==> config.mk <==
export PLATFORM = sky130hd
export DESIGN_NAME = tri_xor_acc
export DESIGN_NICKNAME = d
export VERILOG_FILES = /design/src/rtl/tri_xor_acc_pkg.sv /design/src/rtl/tri_xor_acc_tree.sv /design/src/rtl/tri_xor_acc.sv
export SDC_FILE = /design/constraint.sdc
export NUM_CORES = 1
export LEC_CHECK = 0
export CELL_PAD_IN_SITES_DETAIL_PLACEMENT = 1
export CELL_PAD_IN_SITES_GLOBAL_PLACEMENT = 2
export CORE_UTILIZATION = 31
export CTS_CLUSTER_SIZE = 10
export DETAILED_ROUTE_END_ITERATION = 8
export GPL_ROUTABILITY_DRIVEN = 0
export PLACE_DENSITY = 0.94
export SYNTH_ARGS = -nofsm -noshare
export SYNTH_HDL_FRONTEND = slang
export SYNTH_SLANG_ARGS = --single-unit
==> constraint.sdc <==
create_clock -name nclk -period 3.3 [get_ports nclk]
set_clock_uncertainty 0.2 [all_clocks]
set_input_delay 0.33 -clock nclk [delete_from_list [all_inputs] [get_ports nclk]]
set_output_delay 0.33 -clock nclk [all_outputs]
set_load 0.03 [all_outputs]
==> src/rtl/tri_xor_acc_pkg.sv <==
// Shared definitions for the tri_xor_acc accumulator: FSM encoding and beat-count limits.
package tri_xor_acc_pkg;

   typedef enum logic {
      IDLE  = 1'b0,
      ACCUM = 1'b1
   } acc_state_t;

   localparam int                    BEAT_CNT_W   = 8;
   localparam logic [BEAT_CNT_W-1:0] BEAT_CNT_MAX = 8'hFF;

   function automatic logic [BEAT_CNT_W-1:0] sat_inc(input logic [BEAT_CNT_W-1:0] cnt);
      return (cnt == BEAT_CNT_MAX) ? cnt : cnt + BEAT_CNT_W'(1);
   endfunction

endpackage

==> src/rtl/tri_xor_acc_tree.sv <==
// Masked NIN-way XOR of WIDTH-bit lanes; purely combinational.
module tri_xor_tree #(
   parameter int WIDTH = 64,
   parameter int NIN   = 4
) (
   input  logic [NIN*WIDTH-1:0] data,
   input  logic [NIN-1:0]       lane_en,
   output logic [WIDTH-1:0]     beat
);

   logic [WIDTH-1:0] masked [NIN];

   // Lane 0 sits in the most-significant slice and uses the most-significant enable bit.
   for (genvar gi = 0; gi < NIN; gi++) begin : g_lane
      assign masked[gi] = data[(NIN-1-gi)*WIDTH +: WIDTH] & {WIDTH{lane_en[NIN-1-gi]}};
   end

   for (genvar gb = 0; gb < WIDTH; gb++) begin : g_bit
      logic [NIN-1:0] col;
      for (genvar gl = 0; gl < NIN; gl++) begin : g_col
         assign col[gl] = masked[gl][gb];
      end
      assign beat[gb] = ^col;
   end

endmodule

==> src/rtl/tri_xor_acc.sv <==
// Pipelined multi-lane XOR accumulator: folds packets of beats into one result with parity,
// beat count and protocol-error flag, behind valid/ready handshakes on both sides.
module tri_xor_acc
   import tri_xor_acc_pkg::*;
#(
   parameter int WIDTH = 64,
   parameter int NIN   = 4,
   parameter int PIPE  = 1
) (
   input  logic                  nclk,
   input  logic                  rst_n,
   input  logic                  in_vld,
   output logic                  in_rdy,
   input  logic [NIN*WIDTH-1:0]  in_data,
   input  logic [NIN-1:0]        in_lane_en,
   input  logic                  in_first,
   input  logic                  in_last,
   output logic                  out_vld,
   input  logic                  out_rdy,
   output logic [WIDTH-1:0]      out_data,
   output logic                  out_parity,
   output logic [BEAT_CNT_W-1:0] out_beats,
   output logic                  out_err
);

   logic [WIDTH-1:0] beat_b;
   logic             rdy_en_reg;
   logic             out_can_load;
   logic             st_fire;
   logic [WIDTH-1:0] st_data;
   logic             st_first;
   logic             st_last;

   acc_state_t            state_reg, state_next;
   logic [WIDTH-1:0]      acc_reg, acc_next;
   logic [BEAT_CNT_W-1:0] cnt_reg, cnt_next;
   logic                  err_reg, err_next;
   logic                  out_vld_reg, out_vld_next;
   logic [WIDTH-1:0]      out_data_reg, out_data_next;
   logic                  out_parity_reg, out_parity_next;
   logic [BEAT_CNT_W-1:0] out_beats_reg, out_beats_next;
   logic                  out_err_reg, out_err_next;

   logic                  starting;
   logic [WIDTH-1:0]      beat_acc;
   logic [BEAT_CNT_W-1:0] beat_cnt;
   logic                  beat_err;

   tri_xor_tree #(.WIDTH(WIDTH), .NIN(NIN)) u_tree (
      .data    (in_data),
      .lane_en (in_lane_en),
      .beat    (beat_b)
   );

   assign out_can_load = !out_vld_reg | out_rdy;

   // Holds in_rdy low while in reset and for the first edge after release.
   always_ff @(posedge nclk or negedge rst_n) begin
      if (!rst_n) rdy_en_reg <= 1'b0;
      else        rdy_en_reg <= 1'b1;
   end

   if (PIPE != 0) begin : g_pipe
      logic             s1_vld_reg;
      logic             s1_first_reg;
      logic             s1_last_reg;
      logic [WIDTH-1:0] s1_data_reg;
      logic             s1_adv;

      // Only a last beat can block, and only while the output register is occupied.
      assign s1_adv = !s1_last_reg | out_can_load;
      assign in_rdy = rdy_en_reg & (!s1_vld_reg | s1_adv);

      always_ff @(posedge nclk or negedge rst_n) begin
         if (!rst_n) begin
            s1_vld_reg   <= 1'b0;
            s1_first_reg <= 1'b0;
            s1_last_reg  <= 1'b0;
            s1_data_reg  <= '0;
         end else if (in_rdy) begin
            s1_vld_reg <= in_vld;
            if (in_vld) begin
               s1_first_reg <= in_first;
               s1_last_reg  <= in_last;
               s1_data_reg  <= beat_b;
            end
         end
      end

      assign st_fire  = s1_vld_reg & s1_adv;
      assign st_data  = s1_data_reg;
      assign st_first = s1_first_reg;
      assign st_last  = s1_last_reg;
   end else begin : g_bypass
      assign in_rdy   = rdy_en_reg & (out_can_load | !in_last);
      assign st_fire  = in_vld & in_rdy;
      assign st_data  = beat_b;
      assign st_first = in_first;
      assign st_last  = in_last;
   end

   always_comb begin
      state_next      = state_reg;
      acc_next        = acc_reg;
      cnt_next        = cnt_reg;
      err_next        = err_reg;
      out_vld_next    = out_vld_reg & !out_rdy;
      out_data_next   = out_data_reg;
      out_parity_next = out_parity_reg;
      out_beats_next  = out_beats_reg;
      out_err_next    = out_err_reg;

      // A first beat mid-packet, or any beat while idle, restarts the packet.
      starting = (state_reg == IDLE) | st_first;
      beat_acc = starting ? st_data : (acc_reg ^ st_data);
      beat_cnt = starting ? BEAT_CNT_W'(1) : sat_inc(cnt_reg);
      beat_err = (state_reg == IDLE) ? !st_first : (st_first | err_reg);

      if (st_fire) begin
         if (st_last) begin
            out_vld_next    = 1'b1;
            out_data_next   = beat_acc;
            out_parity_next = ^beat_acc;
            out_beats_next  = beat_cnt;
            out_err_next    = beat_err;
            state_next      = IDLE;
            acc_next        = '0;
            cnt_next        = '0;
            err_next        = 1'b0;
         end else begin
            state_next = ACCUM;
            acc_next   = beat_acc;
            cnt_next   = beat_cnt;
            err_next   = beat_err;
         end
      end
   end

   always_ff @(posedge nclk or negedge rst_n) begin
      if (!rst_n) begin
         state_reg      <= IDLE;
         acc_reg        <= '0;
         cnt_reg        <= '0;
         err_reg        <= 1'b0;
         out_vld_reg    <= 1'b0;
         out_data_reg   <= '0;
         out_parity_reg <= 1'b0;
         out_beats_reg  <= '0;
         out_err_reg    <= 1'b0;
      end else begin
         state_reg      <= state_next;
         acc_reg        <= acc_next;
         cnt_reg        <= cnt_next;
         err_reg        <= err_next;
         out_vld_reg    <= out_vld_next;
         out_data_reg   <= out_data_next;
         out_parity_reg <= out_parity_next;
         out_beats_reg  <= out_beats_next;
         out_err_reg    <= out_err_next;
      end
   end

   assign out_vld    = out_vld_reg;
   assign out_data   = out_data_reg;
   assign out_parity = out_parity_reg;
   assign out_beats  = out_beats_reg;
   assign out_err    = out_err_reg;

endmodule
==> results.toml, run 1 <==
[outcome]
status = "completed"

[die]
ios = 342
fp.dieH_um = 213
core_um2 = 43500
die_w_um = 213
row_count = 76
dieArea_um2 = 45200
initial_core_util_pct = 31.7

[synth]
async_flop_share_pct = 100
synth_top_flop_cell = "dfrtp_1"
synth-seq-cells = 217
ys.warnings.count = 0
syn_inst = 1648
syn_avg_cell_area_um2 = 8.35
syn_nets = 1915
synth_cell_types = 43
synth_edf_count = 0
seq_area_frac_synth_pct = 39.5
synth_area_um2 = 13800

[sta]
worst_pin_slew_ns = 0.961
setup_tns_ns = 0
fin_crit_ns = 2.82
fmaxAchievable_ghz = 0.354
finalCritPeriodShare_pct = 85.6
slew_headroom_pct = 35.9
maxSlewViolCount = 0
whs_ns = 0.197
hold_viol = 0
rsz0062_at_grt = "false"
finalSetupViolCount = 0

[worst_setup_path]
path_class = "reg2out"
reg2regPathDepth = 8
crit_arrival_ns = 2.29
cp-start-kind = "flip-flop"
critPathSlowestCell = "clkdlybuf4s50_1"
r2r-end = "out_parity"
rr_startpoint = "g_pipe.s1_data_reg[11]"
endpoint_kind = "output port"
cp_top_family = "buffers and inverters"
crit_path_max_incr_delay_ns = 0.74
critical_path_required_ns = 2.77
cp_cell_sequence = "nand3b_1 -> o21a_1 -> clkdlybuf4s50_1"
timing.critical_path.buf_inv = 1
rrSetupSlack_ns = 0.66
crit_fanout = 19

[pwr]
p_leak_nw = 7.29
p_int_mw = 9.04
ir_worst_vdd_mv = 1.20
p_switching_mw = 6.10
clock_power_share_pct = 17.2
swShare_pct = 40.3
power.density_nw_per_um2 = 823
seq_power_share_pct = 29.9
p_comb_share_pct = 52.8

[final_layout]
mostFrequentLayoutCells = "nand2_1, clkdlybuf4s50_1, xnor2_1"
final_common_cell = "nand2_1"
final_nets = 2187
drive_above_1_share_pct = 3.79
syn_to_final_growth_pct = 33.8
diodes = 0

[flow_run]
drv_cap = 0

[clocking]
cts_buffer_depth = 3
cts_buffers = 26
cts_resized = 0
insertion_delay_ns = 0.52
cts_tree = "done"
path_clk_slew_ns = 0.06
cts_sinks = 217
cts_root_buffer = "clkbuf_16"
h-tree-depth = 1

[routing]
drt_iter0_drc = 565
drc_errors = 0
dr.pass1.iters = 4
vias = 12200
viasPerCell = 4.85
routed_wirelength_mm = 45.4
wl_per_cell_um = 18.1
antenna_left = 0

[placement]
dp_hpwl_mm = 33.3
io_buffers = 341

[worst_hold_path]
hold_path.class = "in2async"

[grt]
grt_pass1_vias = 13100
track_usage_pct = 20.1
grt_overflow_total = 0
grt_pass1_wl_mm = 71.0
antenna_found_initial = 0
grt_max_degree = 98
==> cells by family after synthesis <==
kind of cell | count (synthesis) | share of synthesized area, %
AO/OA/AOI/OAI | 248 | 10.4
XOR/XNOR | 407 | 26.2
adder cells (fa/ha/maj) | 1 | 0.0910
buffers and inverters | 126 | 3.93
flip-flops | 217 | 39.5
multiplexers | 5 | 0.400
other | 1 | 0.0273
AND/OR/NAND/NOR | 643 | 19.5
==> power groups by stage <==
stage	Sequential (mW)	Clock, mW	Combinational [mW]
floorplan	5.02	0	4.97
global placement	4.51	0	7.89
detailed placement	4.58	0	8.07
CTS	4.54	2.69	8.14
global route	4.68	2.77	8.70
finish	4.53	2.61	8.00
==> through the flow <==
step	worst slack [ns]	utilization (%)	power (mW)	area [µm²]	instances
6_report	0.475	42.4	15.1	18400	2512
3_5_place_dp	0.621	40.6	12.7	17700	2476
2_1_floorplan	0.937	-	9.98	13800	1648
3_3_place_gp	0.629	40.6	12.4	17700	2476
4_1_cts	0.440	42.4	15.4	18400	2512
5_1_grt	0.373	42.4	16.2	18400	2512
==> what timing repair did <==
item / in CTS / in global routing
setup buffers: 0 / 0
hold endpoints to repair: 87 / 0
hold buffers: 1 / 0
==> layout make-up <==
class | instances | area, µm²
Clock buffer | 32 | 694
Clock inverter | 3 | 40.0
Fill cell | 5098 | 25100
Inverter | 3 | 11.3
Multi-Input combinational cell | 1305 | 7810
Sequential cell | 217 | 5440
Tap cell | 585 | 732
Timing Repair Buffer | 367 | 3680
==> how the worst max path moves through the flow <==
stage	startpoint	end	slack (ns)	cells past startpoint
after detailed placement	g_pipe.s1_data_reg[11]	out_parity	0.62	8
final	g_pipe.s1_last_reg	in_rdy	0.48	3
after floorplan	g_pipe.s1_last_reg	g_pipe.s1_first_reg	0.94	7
after CTS	g_pipe.s1_last_reg	in_rdy	0.44	3
after global placement	g_pipe.s1_data_reg[11]	out_parity	0.63	8
after global routing	g_pipe.s1_last_reg	in_rdy	0.37	3
==> per-layer routing <==
metal  part of all wire (%)  routed length, µm  GRT usage (%)
met3                    4.1               1840           3.09
met4                    2.3               1030           4.81
met2                     52              23400           36.7
met5                      0                  0              0
met1                     42              19000           24.4
==> Yosys cell counts, types with 3 or more instances <==
| cell type | n | area share (%) |
|---|---|---|
| nand2b_1 | 3 | 0.14 |
| clkbuf_1 | 86 | 2.3 |
| nor2_1 | 30 | 0.82 |
| nand4b_1 | 41 | 2.6 |
| a21oi_1 | 33 | 1.2 |
| o311ai_0 | 41 | 2.6 |
| dfrtp_1 | 217 | 39 |
| nand2_1 | 549 | 15 |
| xor2_1 | 84 | 5.3 |
| inv_1 | 3 | 0.082 |
| a22o_1 | 3 | 0.19 |
| nor3_1 | 4 | 0.15 |
| clkbuf_2 | 5 | 0.18 |
| xnor2_1 | 320 | 20 |
| buf_1 | 9 | 0.25 |
| o21ai_0 | 145 | 5.3 |
| o21ai_1 | 18 | 0.65 |
| mux2_2 | 4 | 0.33 |
| nand3_1 | 5 | 0.18 |
| buf_2 | 18 | 0.65 |
==> worst reg2reg max path, stage by stage (launching register included) <==
cell	delay [ns]
dfrtp_1	0.46
xor2_1	0.20
xnor2_1	0.48
xnor2_1	0.22
xnor2_1	0.17
xnor2_1	0.24
xnor2_2	0.15
xnor3_1	0.31
o21ai_1	0.13
Note: power is estimated with default switching activity, not from simulation.
==> run 2, diff against run 1 <==
--- a/config.mk
+++ b/config.mk
@@ -7,11 +7,11 @@
 export LEC_CHECK = 0
 export CELL_PAD_IN_SITES_DETAIL_PLACEMENT = 1
 export CELL_PAD_IN_SITES_GLOBAL_PLACEMENT = 2
-export CORE_UTILIZATION = 31
+export CORE_UTILIZATION = 26
 export CTS_CLUSTER_SIZE = 10
 export DETAILED_ROUTE_END_ITERATION = 8
 export GPL_ROUTABILITY_DRIVEN = 0
-export PLACE_DENSITY = 0.94
+export PLACE_DENSITY_LB_ADDON = 0.1
 export SYNTH_ARGS = -nofsm -noshare
 export SYNTH_HDL_FRONTEND = slang
 export SYNTH_SLANG_ARGS = --single-unit
==> constraint.sdc (replaced) <==
create_clock -name nclk -period 2.5 [get_ports nclk]
set_clock_uncertainty 0.2 [all_clocks]
set_input_delay 0.25 -clock nclk [delete_from_list [all_inputs] [get_ports nclk]]
set_output_delay 0.25 -clock nclk [all_outputs]
set_load 0.03 [all_outputs]
==> results.toml, run 2 (synthesis gave the netlist of run 1 again) <==
[outcome]
status = "completed"

[clocking]
cts_buffers = 28
cts_root_buffer = "clkbuf_16"
cts_sinks = 217
cts_tree = "done"
path_clk_slew_ns = 0.06
h-tree-depth = 1
cts_buffer_depth = 3
insertion_delay_ns = 0.55

[sta]
finalCritPeriodShare_pct = 98.4
finalSetupViolCount = 0
maxSlewViolCount = 0
slew_headroom_pct = 65.4
whs_ns = 0.0543
fin_crit_ns = 2.46
hold_viol = 0
fmaxAchievable_ghz = 0.407
worst_pin_slew_ns = 0.519

[placement]
dp_hpwl_mm = 35.1
io_buffers = 341
place_inst = 2607

[worst_hold_path]
hold_path.class = "in2async"

[worst_setup_path]
path_class = "reg2reg"
timing.critical_path.buf_inv = 0
critPathSlowestCell = "xnor3_1"
endpoint_kind = "flip-flop"
crit_arrival_ns = 2.74
critical_path_required_ns = 2.78
crit_top_cell = "xnor2_2"
crit_path_max_incr_delay_ns = 0.44
crit_fanout = 3
cp_cell_sequence = "xnor2_2 -> xnor2_2 -> xnor2_2 -> xnor3_1 -> xnor2_1 -> nand2_1 -> xnor3_1 -> o21ai_1"
cp_top_family = "XOR/XNOR gates"
cp-start-kind = "flip-flop"

[die]
dieArea_um2 = 53800
initial_core_util_pct = 26.5
fp.dieH_um = 232
die_w_um = 232
core_um2 = 51800
ios = 342
row_count = 83

[final_layout]
drive_above_1_share_pct = 7.02
final_common_cell = "nand2_1"
instances_no_fill = 2659
fillers = 6071
diodes = 0
mostFrequentLayoutCells = "nand2_1, clkdlybuf4s50_1, xnor2_1"
syn_to_final_growth_pct = 39.5
final_nets = 2229

[routing]
antenna_left = 0
routed_wirelength_mm = 47.1
drc_errors = 0
drt_iter0_drc = 416
wl_per_cell_um = 17.7
viasPerCell = 4.51
vias = 12000
dr.pass1.iters = 4

[flow_run]
drv_cap = 0

[pwr]
p_leak_nw = 7.66
power.density_nw_per_um2 = 1100
ir_worst_vdd_mv = 0.874

[grt]
grt_overflow_total = 0
grt_pass1_vias = 12700
grt_pass1_wl_mm = 73.3
antenna_found_initial = 0
grt_max_degree = 114
track_usage_pct = 17.5
run 2: changes by cell type in the layout (fill, tap and decap cells not counted), moves of 2 or more:
cell       change
buf_4         +29
xnor2_1       -13
xnor2_2       +13
buf_12        +11
clkbuf_8       +5
clkbuf_1       +4
dfrtp_1        -4
dfrtp_2        +4
clkbuf_16      +2
run 2: worst paths after layout:
check / slack, ns / depth (start not counted) / from / to
worst max-delay path: 0.04 / 8 / acc_reg[40] / out_parity
worst min-delay path: 0.05 / 2 / rst_n / out_data[18]
worst max register to register: 0.04 / 8 / acc_reg[40] / out_parity
worst min register to register: 0.28 / 2 / out_data[19] / out_data[19]
max in group asynchronous: 1.30 / 3 / rst_n / g_pipe.s1_data_reg[1]
min in group nclk: 0.11 / 2 / out_rdy / out_vld
run 2: final cells by class:
| type | instances | area, µm² | area share (%) |
|---|---|---|---|
| multi-input combinational | 1305 | 7920 | 41.2 |
| sequential | 217 | 5440 | 28.3 |
| timing repair buffer | 407 | 4120 | 21.5 |
| tap | 680 | 851 | 4.43 |
| clock buffer | 43 | 828 | 4.32 |
| clock inverter | 4 | 23.8 | 0.124 |
| inverter | 3 | 11.3 | 0.0587 |
run 2: report_power, final:
| part | total, mW | internal [mW] | leakage [nW] | switching, mW |
|---|---|---|---|---|
| combinational | 11.4 | 5.78 | 4.46 | 5.62 |
| sequential | 5.82 | 4.70 | 2.77 | 1.13 |
| clock | 3.81 | 2.25 | 0.420 | 1.56 |
| total | 21.0 | 12.7 | 7.66 | 8.30 |
run 2: routing by layer:
layer | vias up | share of wire (%) | GRT usage, %
met5 | - | 0 | 0
li1 | 5954 | - | -
met2 | 168 | 51 | 32.1
met1 | 5817 | 44 | 21.8
met3 | 42 | 3.1 | 2.53
met4 | 0 | 1.4 | 2.61
run 2: worst register-to-register path: stages (launching register included):
cell and delay, ns:
dfrtp_1 0.42, xnor2_2 0.25, xnor2_2 0.12, xnor2_2 0.23, xnor3_1 0.45, xnor2_1 0.14
nand2_1 0.08, xnor3_1 0.37, o21ai_1 0.12
run 2: repair_timing:
| action | in CTS | in global routing |
|---|---|---|
| endpoints found under the hold margin | 217 | 0 |
| setup buffers | 0 | 4 |
| pin swaps | 0 | 8 |
| endpoints found under the setup margin | 1 | 1 |
| gates resized for setup | 1 | 18 |
| hold buffers | 1 | 0 |
run 2: per-stage QoR:
| stage | setup WS, ns | TNS, ns | util, % | power, mW | area (µm²) |
|---|---|---|---|---|---|
| 6_report | 0.0402 | 0 | 37.0 | 21.0 | 19200 |
| 5_1_grt | -0.0376 | -0.0376 | 37.0 | 22.5 | 19200 |
| 4_1_cts | 0.00545 | 0 | 36.8 | 21.1 | 19000 |
| 3_5_place_dp | 0.0261 | 0 | 35.1 | 17.1 | 18200 |
| 3_3_place_gp | 0.0690 | 0 | 35.1 | 17.0 | 18200 |
| 2_1_floorplan | 0.137 | 0 | - | 13.2 | 13800 |
==> run 3, diff against run 2 <==
--- a/config.mk
+++ b/config.mk
@@ -6,8 +6,8 @@
 export NUM_CORES = 1
 export LEC_CHECK = 0
 export CELL_PAD_IN_SITES_DETAIL_PLACEMENT = 1
-export CELL_PAD_IN_SITES_GLOBAL_PLACEMENT = 2
-export CORE_UTILIZATION = 26
+export CELL_PAD_IN_SITES_GLOBAL_PLACEMENT = 1
+export CORE_UTILIZATION = 33
 export CTS_CLUSTER_SIZE = 10
 export DETAILED_ROUTE_END_ITERATION = 8
 export GPL_ROUTABILITY_DRIVEN = 0
==> results.toml, run 3 (synthesis gave the netlist of run 1 again) <==
[outcome]
status = "completed"

[grt]
grt_pass1_vias = 12700
grt_overflow_total = 0
antenna_found_initial = 1
track_usage_pct = 21.4
grt_max_degree = 115
grt_pass1_wl_mm = 70.8

[flow_run]
drv_cap = 0

[sta]
finalCritPeriodShare_pct = 95.2
worst_pin_slew_ns = 0.703
fmaxAchievable_ghz = 0.420
slew_headroom_pct = 52.9
rsz0062_at_grt = "false"
fin_crit_ns = 2.38
maxSlewViolCount = 0
finalSetupViolCount = 0
hold_viol = 0
setup_tns_ns = 0

[clocking]
cts_root_buffer = "clkbuf_16"
cts_buffers = 26
path_clk_slew_ns = 0.06
cts_sinks = 217
cts_tree = "done"
cts_buffer_depth = 3
insertion_delay_ns = 0.53
h-tree-depth = 1

[routing]
viasPerCell = 4.85
drc_errors = 0
dr.pass1.iters = 4
wl_per_cell_um = 18.3
vias = 12100
routed_wirelength_mm = 45.4
antenna_left = 0
drt_iter0_drc = 525

[final_layout]
diodes = 0
instances_no_fill = 2486
final_nets = 2214
mostFrequentLayoutCells = "nand2_1, clkdlybuf4s50_1, xnor2_1"
drive_above_1_share_pct = 5.73
final_common_cell = "nand2_1"
syn_to_final_growth_pct = 36.5

[worst_setup_path]
setup.worst_path.start = "g_pipe.s1_data_reg[34]"
path_class = "reg2reg"
critical_path_required_ns = 2.75
crit_fanout = 2
endpoint_kind = "flip-flop"
crit_arrival_ns = 2.63
rr_startpoint = "g_pipe.s1_data_reg[34]"
cp-start-kind = "flip-flop"

[die]
row_count = 74
dieArea_um2 = 42500
ios = 342
initial_core_util_pct = 33.6
die_w_um = 206
core_um2 = 40900
fp.dieH_um = 206

[placement]
dp_hpwl_mm = 33.1
place_inst = 2447
io_buffers = 341

[pwr]
ir_worst_vdd_mv = 0.762
p_leak_nw = 7.54
power.density_nw_per_um2 = 1090

[worst_hold_path]
hold_path.class = "in2async"
run 3: what timing repair did:
item                                    4_1_cts  5_1_grt
resized for setup                             1       11
pin swaps                                     0        9
setup buffers                                 0        2
hold buffers                                  2        0
gates cloned                                  0        0
hold endpoints to repair                    217        0
endpoints found under the setup margin        1        1
run 3: area by class of cell:
type | instances | area [µm²]
clock buffer | 35 | 756
fill | 4779 | 22200
inverter | 3 | 11.3
multi-input combinational | 1305 | 7890
sequential | 217 | 5440
tap | 532 | 666
timing repair buffer | 394 | 4010
run 3: worst max-delay path, cell delays in order, from the launching register on:
cell     delay, ns
dfrtp_1       0.38
xnor2_1       0.22
xnor2_1       0.10
buf_4         0.15
xnor2_1       0.30
xnor2_1       0.21
xnor2_2       0.17
xnor2_2       0.15
xnor3_1       0.32
o21ai_1       0.12
run 3: through the flow:
step | setup WS (ns) | cell area [µm²] | utilization [%] | total power [mW] | hold WS (ns)
finish | 0.120 | 18800 | 45.9 | 20.5 | 0.127
detailed placement | 0.0307 | 17900 | 43.7 | 16.9 | -0.105
floorplan | 0.137 | 13800 | - | 13.2 | -0.246
global placement | 0.0693 | 17900 | 43.7 | 16.7 | -0.105
global route | 0.00867 | 18800 | 45.9 | 21.9 | 0.126
CTS | 0.0112 | 18700 | 45.6 | 20.5 | 0.108
run 3: routing by layer:
layer	vias to the layer above	part of all wire, %	track usage [%]
met4	0	2.0	4.62
met3	51	3.8	2.85
met2	208	50	38.1
met5	-	0	0
li1	5912	-	-
met1	5890	44	27.4
run 3: final timing paths:
check	end	slack (ns)	cells past startpoint
setup / recovery	out_parity	0.12	9
hold / removal	cnt_reg[4]	0.13	3
setup reg to reg	out_parity	0.12	9
hold reg to reg	out_data[54]	0.28	2
max in group asynchronous	g_pipe.s1_vld_reg	0.84	3
min in group nclk	out_vld	0.13	2
run 3: report_power, final:
part           total [mW]  switching (mW)  internal, mW
Sequential           5.89            1.20          4.69
Combinational        11.1            5.47          5.63
Clock                3.51            1.45          2.06
